--- src/rtl/alu_exec_unit.sv ---
// ALU execute stage: ALUOp/func decode, registered single-cycle results, and an
// iterative unsigned multiply/divide engine writing HI/LO, with valid/ready on both sides.
module alu_exec_unit #(
  parameter int unsigned WIDTH     = 32,
  parameter bit          MULDIV_EN = 1'b1,
  localparam int unsigned SHAMT_W  = $clog2(WIDTH)
) (
  input  logic               i_clk,
  input  logic               i_rst_n,
  input  logic               i_in_valid,
  output logic               o_in_ready,
  input  logic [2:0]         i_alu_op,
  input  logic [5:0]         i_func,
  input  logic [SHAMT_W-1:0] i_shamt,
  input  logic [WIDTH-1:0]   i_a,
  input  logic [WIDTH-1:0]   i_b,
  output logic               o_out_valid,
  input  logic               i_out_ready,
  output logic [WIDTH-1:0]   o_result,
  output logic               o_zero,
  output logic               o_illegal,
  output logic               o_busy
);

  localparam logic [1:0] ST_IDLE = 2'd0;
  localparam logic [1:0] ST_MUL  = 2'd1;
  localparam logic [1:0] ST_DIV  = 2'd2;

  localparam logic [3:0] OP_ADD   = 4'd0;
  localparam logic [3:0] OP_SUB   = 4'd1;
  localparam logic [3:0] OP_OR    = 4'd2;
  localparam logic [3:0] OP_AND   = 4'd3;
  localparam logic [3:0] OP_SLT   = 4'd4;
  localparam logic [3:0] OP_NOR   = 4'd5;
  localparam logic [3:0] OP_SLL   = 4'd6;
  localparam logic [3:0] OP_SRL   = 4'd7;
  localparam logic [3:0] OP_MFHI  = 4'd8;
  localparam logic [3:0] OP_MFLO  = 4'd9;
  localparam logic [3:0] OP_MULTU = 4'd10;
  localparam logic [3:0] OP_DIVU  = 4'd11;

  logic [1:0]         r_state;
  logic [SHAMT_W-1:0] r_cnt;
  logic [2*WIDTH-1:0] r_acc;
  logic [WIDTH-1:0]   r_opnd;
  logic [WIDTH-1:0]   r_hi;
  logic [WIDTH-1:0]   r_lo;
  logic               r_out_valid;
  logic [WIDTH-1:0]   r_result;
  logic               r_zero;
  logic               r_illegal;

  logic [3:0]         w_op;
  logic               w_ill;
  logic               w_is_md;
  logic               w_accept;
  logic               w_last;
  logic [WIDTH-1:0]   w_alu;
  logic [WIDTH:0]     w_mul_sum;
  logic [2*WIDTH-1:0] w_mul_next;
  logic [WIDTH:0]     w_div_trial;
  logic [WIDTH:0]     w_div_diff;
  logic [2*WIDTH-1:0] w_div_next;
  logic [2*WIDTH-1:0] w_md_next;

  always_comb begin
    w_op  = OP_ADD;
    w_ill = 1'b0;
    case (i_alu_op)
      3'b000: w_op = OP_ADD;
      3'b010: w_op = OP_SUB;
      3'b011: w_op = OP_OR;
      3'b100: w_op = OP_AND;
      3'b101: w_op = OP_SLT;
      3'b001: begin
        case (i_func)
          6'd32: w_op = OP_ADD;
          6'd34: w_op = OP_SUB;
          6'd37: w_op = OP_OR;
          6'd36: w_op = OP_AND;
          6'd42: w_op = OP_SLT;
          6'd39: w_op = OP_NOR;
          6'd0:  w_op = OP_SLL;
          6'd2:  w_op = OP_SRL;
          6'd25: begin w_op = OP_MULTU; w_ill = !MULDIV_EN; end
          6'd27: begin w_op = OP_DIVU;  w_ill = !MULDIV_EN; end
          6'd16: begin w_op = OP_MFHI;  w_ill = !MULDIV_EN; end
          6'd18: begin w_op = OP_MFLO;  w_ill = !MULDIV_EN; end
          default: w_ill = 1'b1;
        endcase
      end
      default: w_ill = 1'b1;
    endcase
  end

  always_comb begin
    w_alu = '0;
    case (w_op)
      OP_ADD:  w_alu = i_a + i_b;
      OP_SUB:  w_alu = i_a - i_b;
      OP_OR:   w_alu = i_a | i_b;
      OP_AND:  w_alu = i_a & i_b;
      OP_NOR:  w_alu = ~(i_a | i_b);
      OP_SLT:  w_alu = {{(WIDTH-1){1'b0}}, ($signed(i_a) < $signed(i_b))};
      OP_SLL:  w_alu = i_b << i_shamt;
      OP_SRL:  w_alu = i_b >> i_shamt;
      OP_MFHI: w_alu = r_hi;
      OP_MFLO: w_alu = r_lo;
      default: w_alu = '0;
    endcase
  end

  assign w_is_md    = !w_ill && ((w_op == OP_MULTU) || (w_op == OP_DIVU));
  assign o_in_ready = (r_state == ST_IDLE) && (!r_out_valid || i_out_ready);
  assign w_accept   = i_in_valid && o_in_ready;
  assign w_last     = (r_cnt == SHAMT_W'(WIDTH - 1));

  // Multiply: multiplier sits in the low half and shifts out as the product shifts in.
  assign w_mul_sum  = {1'b0, r_acc[2*WIDTH-1:WIDTH]} + {1'b0, r_opnd};
  assign w_mul_next = r_acc[0] ? {w_mul_sum, r_acc[WIDTH-1:1]} : {1'b0, r_acc[2*WIDTH-1:1]};

  // Divide: {remainder, dividend/quotient}; a zero divisor yields all-ones quotient, rem = a.
  assign w_div_trial = r_acc[2*WIDTH-1:WIDTH-1];
  assign w_div_diff  = w_div_trial - {1'b0, r_opnd};
  assign w_div_next  = !w_div_diff[WIDTH] ? {w_div_diff[WIDTH-1:0], r_acc[WIDTH-2:0], 1'b1}
                                          : {w_div_trial[WIDTH-1:0], r_acc[WIDTH-2:0], 1'b0};

  assign w_md_next = (r_state == ST_MUL) ? w_mul_next : w_div_next;

  always_ff @(posedge i_clk or negedge i_rst_n) begin
    if (!i_rst_n) begin
      r_state     <= ST_IDLE;
      r_cnt       <= '0;
      r_acc       <= '0;
      r_opnd      <= '0;
      r_hi        <= '0;
      r_lo        <= '0;
      r_out_valid <= 1'b0;
      r_result    <= '0;
      r_zero      <= 1'b1;
      r_illegal   <= 1'b0;
    end else if (w_accept) begin
      if (w_is_md) begin
        r_state     <= (w_op == OP_MULTU) ? ST_MUL : ST_DIV;
        r_cnt       <= '0;
        r_acc       <= {{WIDTH{1'b0}}, ((w_op == OP_MULTU) ? i_b : i_a)};
        r_opnd      <= (w_op == OP_MULTU) ? i_a : i_b;
        r_out_valid <= 1'b0;
        r_illegal   <= 1'b0;
      end else begin
        r_out_valid <= 1'b1;
        r_result    <= w_ill ? '0 : w_alu;
        r_zero      <= w_ill || (w_alu == '0);
        r_illegal   <= w_ill;
      end
    end else if (r_state != ST_IDLE) begin
      r_acc <= w_md_next;
      r_cnt <= r_cnt + 1'b1;
      if (w_last) begin
        r_state     <= ST_IDLE;
        r_hi        <= w_md_next[2*WIDTH-1:WIDTH];
        r_lo        <= w_md_next[WIDTH-1:0];
        r_out_valid <= 1'b1;
        r_result    <= w_md_next[WIDTH-1:0];
        r_zero      <= (w_md_next[WIDTH-1:0] == '0);
        r_illegal   <= 1'b0;
      end
    end else if (i_out_ready) begin
      r_out_valid <= 1'b0;
    end
  end

  assign o_out_valid = r_out_valid;
  assign o_result    = r_result;
  assign o_zero      = r_zero;
  assign o_illegal   = r_illegal;
  assign o_busy      = (r_state != ST_IDLE);

endmodule

--- config.mk ---
export PLATFORM = sky130hd
export DESIGN_NAME = alu_exec_unit
export DESIGN_NICKNAME = d
export VERILOG_FILES = /design/src/rtl/alu_exec_unit.sv
export SDC_FILE = /design/constraint.sdc
export NUM_CORES = 1
export LEC_CHECK = 0
export ABC_AREA = 1
export BUFFER_PORTS_ARGS = -buffer_cell sky130_fd_sc_hd__buf_2
export CAP_MARGIN = 20
export CELL_PAD_IN_SITES_DETAIL_PLACEMENT = 0
export CELL_PAD_IN_SITES_GLOBAL_PLACEMENT = 2
export CORE_MARGIN = 2
export CORE_UTILIZATION = 31
export DETAILED_ROUTE_END_ITERATION = 12
export GPL_TIMING_DRIVEN = 0
export MAX_ROUTING_LAYER = met4
export PLACE_DENSITY = 0.76
export SLEW_MARGIN = 20
export SYNTH_ARGS = -nofsm -noshare
export SYNTH_HDL_FRONTEND = slang
export SYNTH_SLANG_ARGS = --single-unit
export TNS_END_PERCENT = 1
--- constraint.sdc ---
create_clock -name i_clk -period 2.6 [get_ports i_clk]
set_clock_uncertainty 0.05 [all_clocks]
set_input_delay 0.39 -clock i_clk [delete_from_list [all_inputs] [get_ports i_clk]]
set_output_delay 0.39 -clock i_clk [all_outputs]
set_load 0.05 [all_outputs]
Yosys cells after proc, flatten, opt, wreduce, memory -nomap -nowiden
Index checks and enable logic that the tools add are counted.
- flip-flop bits (word level): 202
- logic and storage cells: 120
- input port bits: 82
- magnitude comparators: 1
- reduce and logical (&&, ||, !) cells: 27
- bitwise gates (word level): 4
- mux-type cells: 39
- shifts and indexed selects: 2
- add/sub/neg operators: 5
- equality and inequality tests: 32
- operators by type and width (cell ; count):
    $mux 64 ; 6
    $pmux 32 s10 ; 1
    $mux 32 ; 7
    $logic_not 32->1 ; 2
    $pmux 4 s11 ; 1
    $eq 6x6->1 const B ; 6
    $add 32x32->33 ; 1
    $sub 33x32->33 ; 1
    $add 32x32->32 ; 1
    $and 32x32->32 ; 1
    $lt 32x32->1 ; 1
    $not 32->32 ; 1
    $or 32x32->32 ; 1
    $shl 32x5->32 ; 1
    $shr 32x5->32 ; 1
    $sub 32x32->32 ; 1
    $eq 6x5->1 const B ; 4
    $pmux 4 s5 ; 1
    $eq 4x3->1 const B ; 4
    $eq 4x4->1 const B ; 4
    $mux 5 ; 3
    $mux 1 ; 14
    $reduce_or 12->1 ; 1
    $mux 2 ; 5
    other kinds (25) ; 41

Logic depth before layout (Yosys ltp)
- depth after elaboration: 9
- mapped depth: 25

Worst setup path after synthesis
No wires, ideal clock.
- path type: flip-flop to flip-flop
- start point: reg r_state[0]
- end point: reg r_acc[19]
- period minus slack after synthesis: 3.128 ns
- slack: -0.528 ns
- buffers on the path: 1
- arrival: 2.954 ns
- setup time: 0.124 ns
- stages on the path, launching flop included: 12
- cells stage by stage: dfrtp_1 nor2_2 inv_2 a21oi_1 nand2_1 nor2_2 inv_2 nand2_1 buf_2 o21ai_0 o32ai_1 inv_1
- longest elaborated chain between the ends: 5
- elaborated cells between the ends (all ways): 11
- RTL lines (element ; line ; RTL):
    from (decl) ; 42 ; logic [1:0] r_state;
    from (signal assigned) ; 144 ; r_state <= (w_op == OP_MULTU) ? ST_MUL : ST_DIV;
    $logic_not 2->1 * ; 114 ; assign o_in_ready = (r_state == ST_IDLE) && (!r_out_valid || i_out_ready);
    $logic_and 1x1->1 * ; 114 ;
    via o_in_ready ; 11 ; output logic o_in_ready,
    $logic_and 1x1->1 * ; 115 ; assign w_accept = i_in_valid && o_in_ready;
    $ne 2x2->1 (no source line) / $reduce_bool 2->1 (equally long branches) ; -- ;
    $reduce_and 2->1 (no source line) ; -- ;
    to (signal assigned) ; 146 ; r_acc <= {{WIDTH{1'b0}}, ((w_op == OP_MULTU) ? i_b : i_a)};
    to (signal assigned) ; 157 ; r_acc <= w_md_next;
    to (decl) ; 44 ; logic [2*WIDTH-1:0] r_acc;
Mark *: on every way through the listed nets, which the timed path passes. The rest lies on a longest branch. The select of a mux whose other input is x is not followed.
A chain may end at the register's enable or synchronous reset.

Final worst setup path
- start point: in i_b[18]
- end point: reg r_zero, in the netlist o_zero
- longest elaborated chain between the ends: 7
- elaborated cells between the ends (all ways): 13
- RTL lines (element ; line ; RTL):
    from (decl) ; 16 ; input logic [WIDTH-1:0] i_b,
    parallel branches: the longest is 2 deep, another holds $sub 32x32->32 ; -- ;
    $pmux 32 s10 * ; 98 ; case (w_op)
    $logic_not 32->1 * ; 153 ; r_zero <= w_ill || (w_alu == '0);
    $logic_or 1x1->1 * ; 153 ;
    $mux 1 * ; 143 ; if (w_is_md) begin
    $mux 1 * ; 142 ; end else if (w_accept) begin
    to (signal assigned) ; 153 ;
    to (signal assigned) ; 165 ; r_zero <= (w_md_next[WIDTH-1:0] == '0);
    to (decl) ; 50 ; logic r_zero;
Mark *: on every way between the ends. The select of a mux whose other input is x is not followed.

==> qor.json <==
{
  "routing": {
    "detailedRoute.firstIterationViolations": 3352,
    "route.detailed.vias_per_inst": 5.69,
    "route.vias.total": 28800,
    "drt_drc_violations_left": 0,
    "drt_first_pass_iters": 6,
    "routed_wl_um": 143000,
    "detail_route.wl_per_cell_um": 28.3,
    "antenna_left": 0
  },
  "sta": {
    "drv_slew": 0,
    "worst_pin_slew_ns": 0.987,
    "fin_ws_ns": -0.713,
    "period_minus_slack_ns": 3.31,
    "clock.fmax_ghz": 0.302,
    "report.final.hold_viol_count": 0,
    "setup_repair_after_global_routing_missed_its_margin": "true",
    "timing.final.setup_violations": 96,
    "layout_worst_path_cycle_share_pct": 127,
    "max-slew-margin-rel_pct": 34.2
  },
  "layout": {
    "instances_no_fill": 5049,
    "multi_input_combinational_cell_area_um2": 16800,
    "layout.filler_cells": 8527,
    "finish.utilization_pct": 37.0,
    "drive_gt1_share_pct": 14.3,
    "finalNetCount": 4309,
    "area_growth_syn_to_layout_pct": 17.8,
    "seqCellArea_um2": 5060
  },
  "synthesis": {
    "synth_top_area_cell": "sky130_fd_sc_hd__dfrtp_1",
    "synth-edff-count": 0,
    "ys_top_cells_by_area": "sky130_fd_sc_hd__dfrtp_1 (21%), sky130_fd_sc_hd__nand2_1 (17%), sky130_fd_sc_hd__nand3_1 (10%), sky130_fd_sc_hd__ha_1 (8.7%), sky130_fd_sc_hd__nor2_1 (6.2%)",
    "number_of_register_bits_inferred_by_synthesis": 202,
    "ys_async_sr_fraction_pct": 100,
    "synth-main-ff-cell": "sky130_fd_sc_hd__dfrtp_1",
    "synth.lib_cells_used.distinct": 53,
    "netlist_instances": 3873,
    "netlist_top_cells_count": "sky130_fd_sc_hd__nand2_1 (1070), sky130_fd_sc_hd__nand3_1 (477), sky130_fd_sc_hd__nor2_1 (386)",
    "share_of_yosys_cell_area_claimed_by_the_top_area_cell_type_pct": 21.5,
    "yosysSeqAreaShare_pct": 21.6,
    "synth_warnings": 0,
    "yosys.cell_count.top_type": "sky130_fd_sc_hd__nand2_1",
    "post_synth_instance_area_um2": 23400,
    "synth_nets": 4121,
    "syn-mean-instance-area_um2": 6.05
  },
  "outcome": {
    "status": "complete, but fails checks",
    "failed_checks": "setup timing"
  },
  "clocking": {
    "htree_num_levels": 1,
    "cts_max_path_buffers": 3,
    "tritoncts": "done",
    "cts_num_sinks": 202,
    "tritoncts.num_buffers": 22,
    "clkSlewWorstSetupHoldPaths_ns": 0.07,
    "clk_latency_ns": 0.56,
    "cts_root_buffer": "sky130_fd_sc_hd__clkbuf_16"
  },
  "placed_design": {
    "numPlacedInstances": 4957,
    "detailedPlacementHpwl_um": 117000,
    "place.port_buffers": 113,
    "globalplace.congestion": 1.04
  },
  "critical_path": {
    "worst-endpoint-required_ns": 3.04,
    "timing_worst_setup_path_type": "primary input to register",
    "critical_path_arrival_ns": 3.75,
    "crit_path_start_kind": "primary input",
    "critPathMaxFanout": 5,
    "crit_path_end_kind": "register",
    "worst_r2r_path_depth": 19,
    "r2r_setup_slack_ns": -0.56
  },
  "floorplan": {
    "rows": 100,
    "core-area_um2": 74600,
    "ios": 119,
    "floorplan.initialDensity_pct": 31.4,
    "fp.dieW_um": 279,
    "chipHeight_um": 279,
    "die_area_um2": 77700
  },
  "global_route": {
    "grt_first_pass_wirelength_um": 199000,
    "grt.overflow.total": 0,
    "grtUsageTotal_pct": 36.6,
    "grt_antenna_before_repair": 2,
    "grt_max_degree": 93,
    "first_global_vias": 27300
  },
  "power": {
    "ir_worst_vdd_uv": 513,
    "leakagePower_uw": 0.0131,
    "powerDensity_nw_per_um2": 664
  },
  "hold_path": {
    "whs_path_depth": 4,
    "worst_hold_path_type": "primary input to register"
  },
  "flow_run": {
    "timing.max_cap.violations": 0
  }
}
==> per-layer routing <==
metal	part of all wire (%)	up-vias	wire length (um)	track usage [%]
met2	45	1396	63600	57.3
li1	-	13300	-	-
met4	6.4	0	9130	19.0
met3	7.9	259	11200	4.00
met5	0	-	0	-
met1	41	13800	58900	46.7
==> cell families (layout without fill, tap and decap cells) <==
family	after synthesis	count (layout)	share of synthesized area (%)
adder cells (fa/ha/maj)	166	166	9.00
AND/OR/NAND/NOR	2139	2139	39.1
multiplexers	12	12	0.513
flip-flops	202	202	21.6
other	0	5	0
AO/OA/AOI/OAI	706	706	17.5
buffers and inverters	587	789	10.0
XOR/XNOR	61	61	2.28
==> cells in the final DEF, fill, tap and decap left out, drive strengths merged, types with 7 or more instances in the layout <==
cell         n
buf        264
a21o        13
xor2        37
nand2     1077
or2         49
a21oi      195
and2        11
o211ai      61
nand4       75
dfrtp      201
clkinvlp    30
a21boi       8
o221ai      38
nand3      484
inv        373
clkbuf     110
nor4         7
mux2i       12
nor2       396
nor3        32
o22ai       31
a31oi       37
xnor2       24
o21a        12
o21bai      11
ha         162
o21ai      287
==> sequential cells by signal (all words and copies together) (netlist names), 2 cells and up <==
register / cells
r_state: 2
r_opnd: 32
r_cnt: 5
r_acc: 64
o_result: 32
r_hi: 32
r_lo: 32
==> through the flow <==
| stage | total power, uW | worst slack, ns | TNS (ns) | instance area [um2] | hold slack, ns |
|---|---|---|---|---|---|
| global route | 19400 | -0.704 | -46.05 | 27600 | 0.0822 |
| finish | 18300 | -0.713 | -33.19 | 27600 | 0.0588 |
| detailed placement | 13400 | -1.68 | -167.15 | 25300 | 0.242 |
| floorplan | 10300 | -0.111 | -3.10 | 23400 | 0.0444 |
| global placement | 13500 | -2.60 | -677.55 | 25200 | 0.416 |
| CTS | 17800 | -0.693 | -40.95 | 26900 | 0.0484 |
==> worst paths after layout <==
kind	startpoint	endpoint
min in group asynchronous	i_rst_n	r_opnd[1]
setup reg to reg	r_opnd[0]	r_hi[6]
setup / recovery	i_b[18]	o_zero
max in group asynchronous	i_rst_n	r_opnd[31]
hold reg to reg	r_hi[24]	r_hi[24]
hold / removal	i_out_ready	o_out_valid
==> cell type report <==
cell class | count | share of cell area [%]
timing repair buffer | 170 | 4.05
multi-input combinational | 3084 | 60.9
buffer | 181 | 3.58
antenna | 5 | 0.0454
sequential | 202 | 18.3
clock inverter | 13 | 0.735
timing repair inverter | 1 | 0.0272
clock buffer | 25 | 2.07
tap | 969 | 4.39
inverter | 399 | 5.86
==> worst max-delay path, stage by stage <==
cell and delay (ns):
sky130_fd_sc_hd__buf_2 0.14, sky130_fd_sc_hd__inv_1 0.47, sky130_fd_sc_hd__nand2_1 0.29, sky130_fd_sc_hd__and2_1 0.27, sky130_fd_sc_hd__nand2_1 0.09, sky130_fd_sc_hd__nand3_1 0.11
sky130_fd_sc_hd__nand2_1 0.21, sky130_fd_sc_hd__nor2_1 0.06, sky130_fd_sc_hd__o21ai_0 0.37, sky130_fd_sc_hd__nor2_1 0.14, sky130_fd_sc_hd__nor2_1 0.12, sky130_fd_sc_hd__nand3_1 0.20
sky130_fd_sc_hd__nor2_1 0.20, sky130_fd_sc_hd__nand2_1 0.08, sky130_fd_sc_hd__nor2_1 0.08, sky130_fd_sc_hd__nand3_1 0.14, sky130_fd_sc_hd__nor2_1 0.13, sky130_fd_sc_hd__nand2_1 0.12
sky130_fd_sc_hd__a21oi_2 0.14
==> what timing repair did <==
item / in CTS / in global routing
gates cloned: 3 / 0
setup endpoints to repair: 192 / 169
resized for setup: 179 / 170
hold buffers: 1 / 0
setup buffers: 29 / 23
pin swaps: 31 / 39
hold endpoints to repair: 39 / 0
==> report_power, final <==
group          internal, uW  switching, uW
clock network          2010           1510
logic                  3650           6950
registers              3600            621
Note: power is estimated with default switching activity, not from simulation.
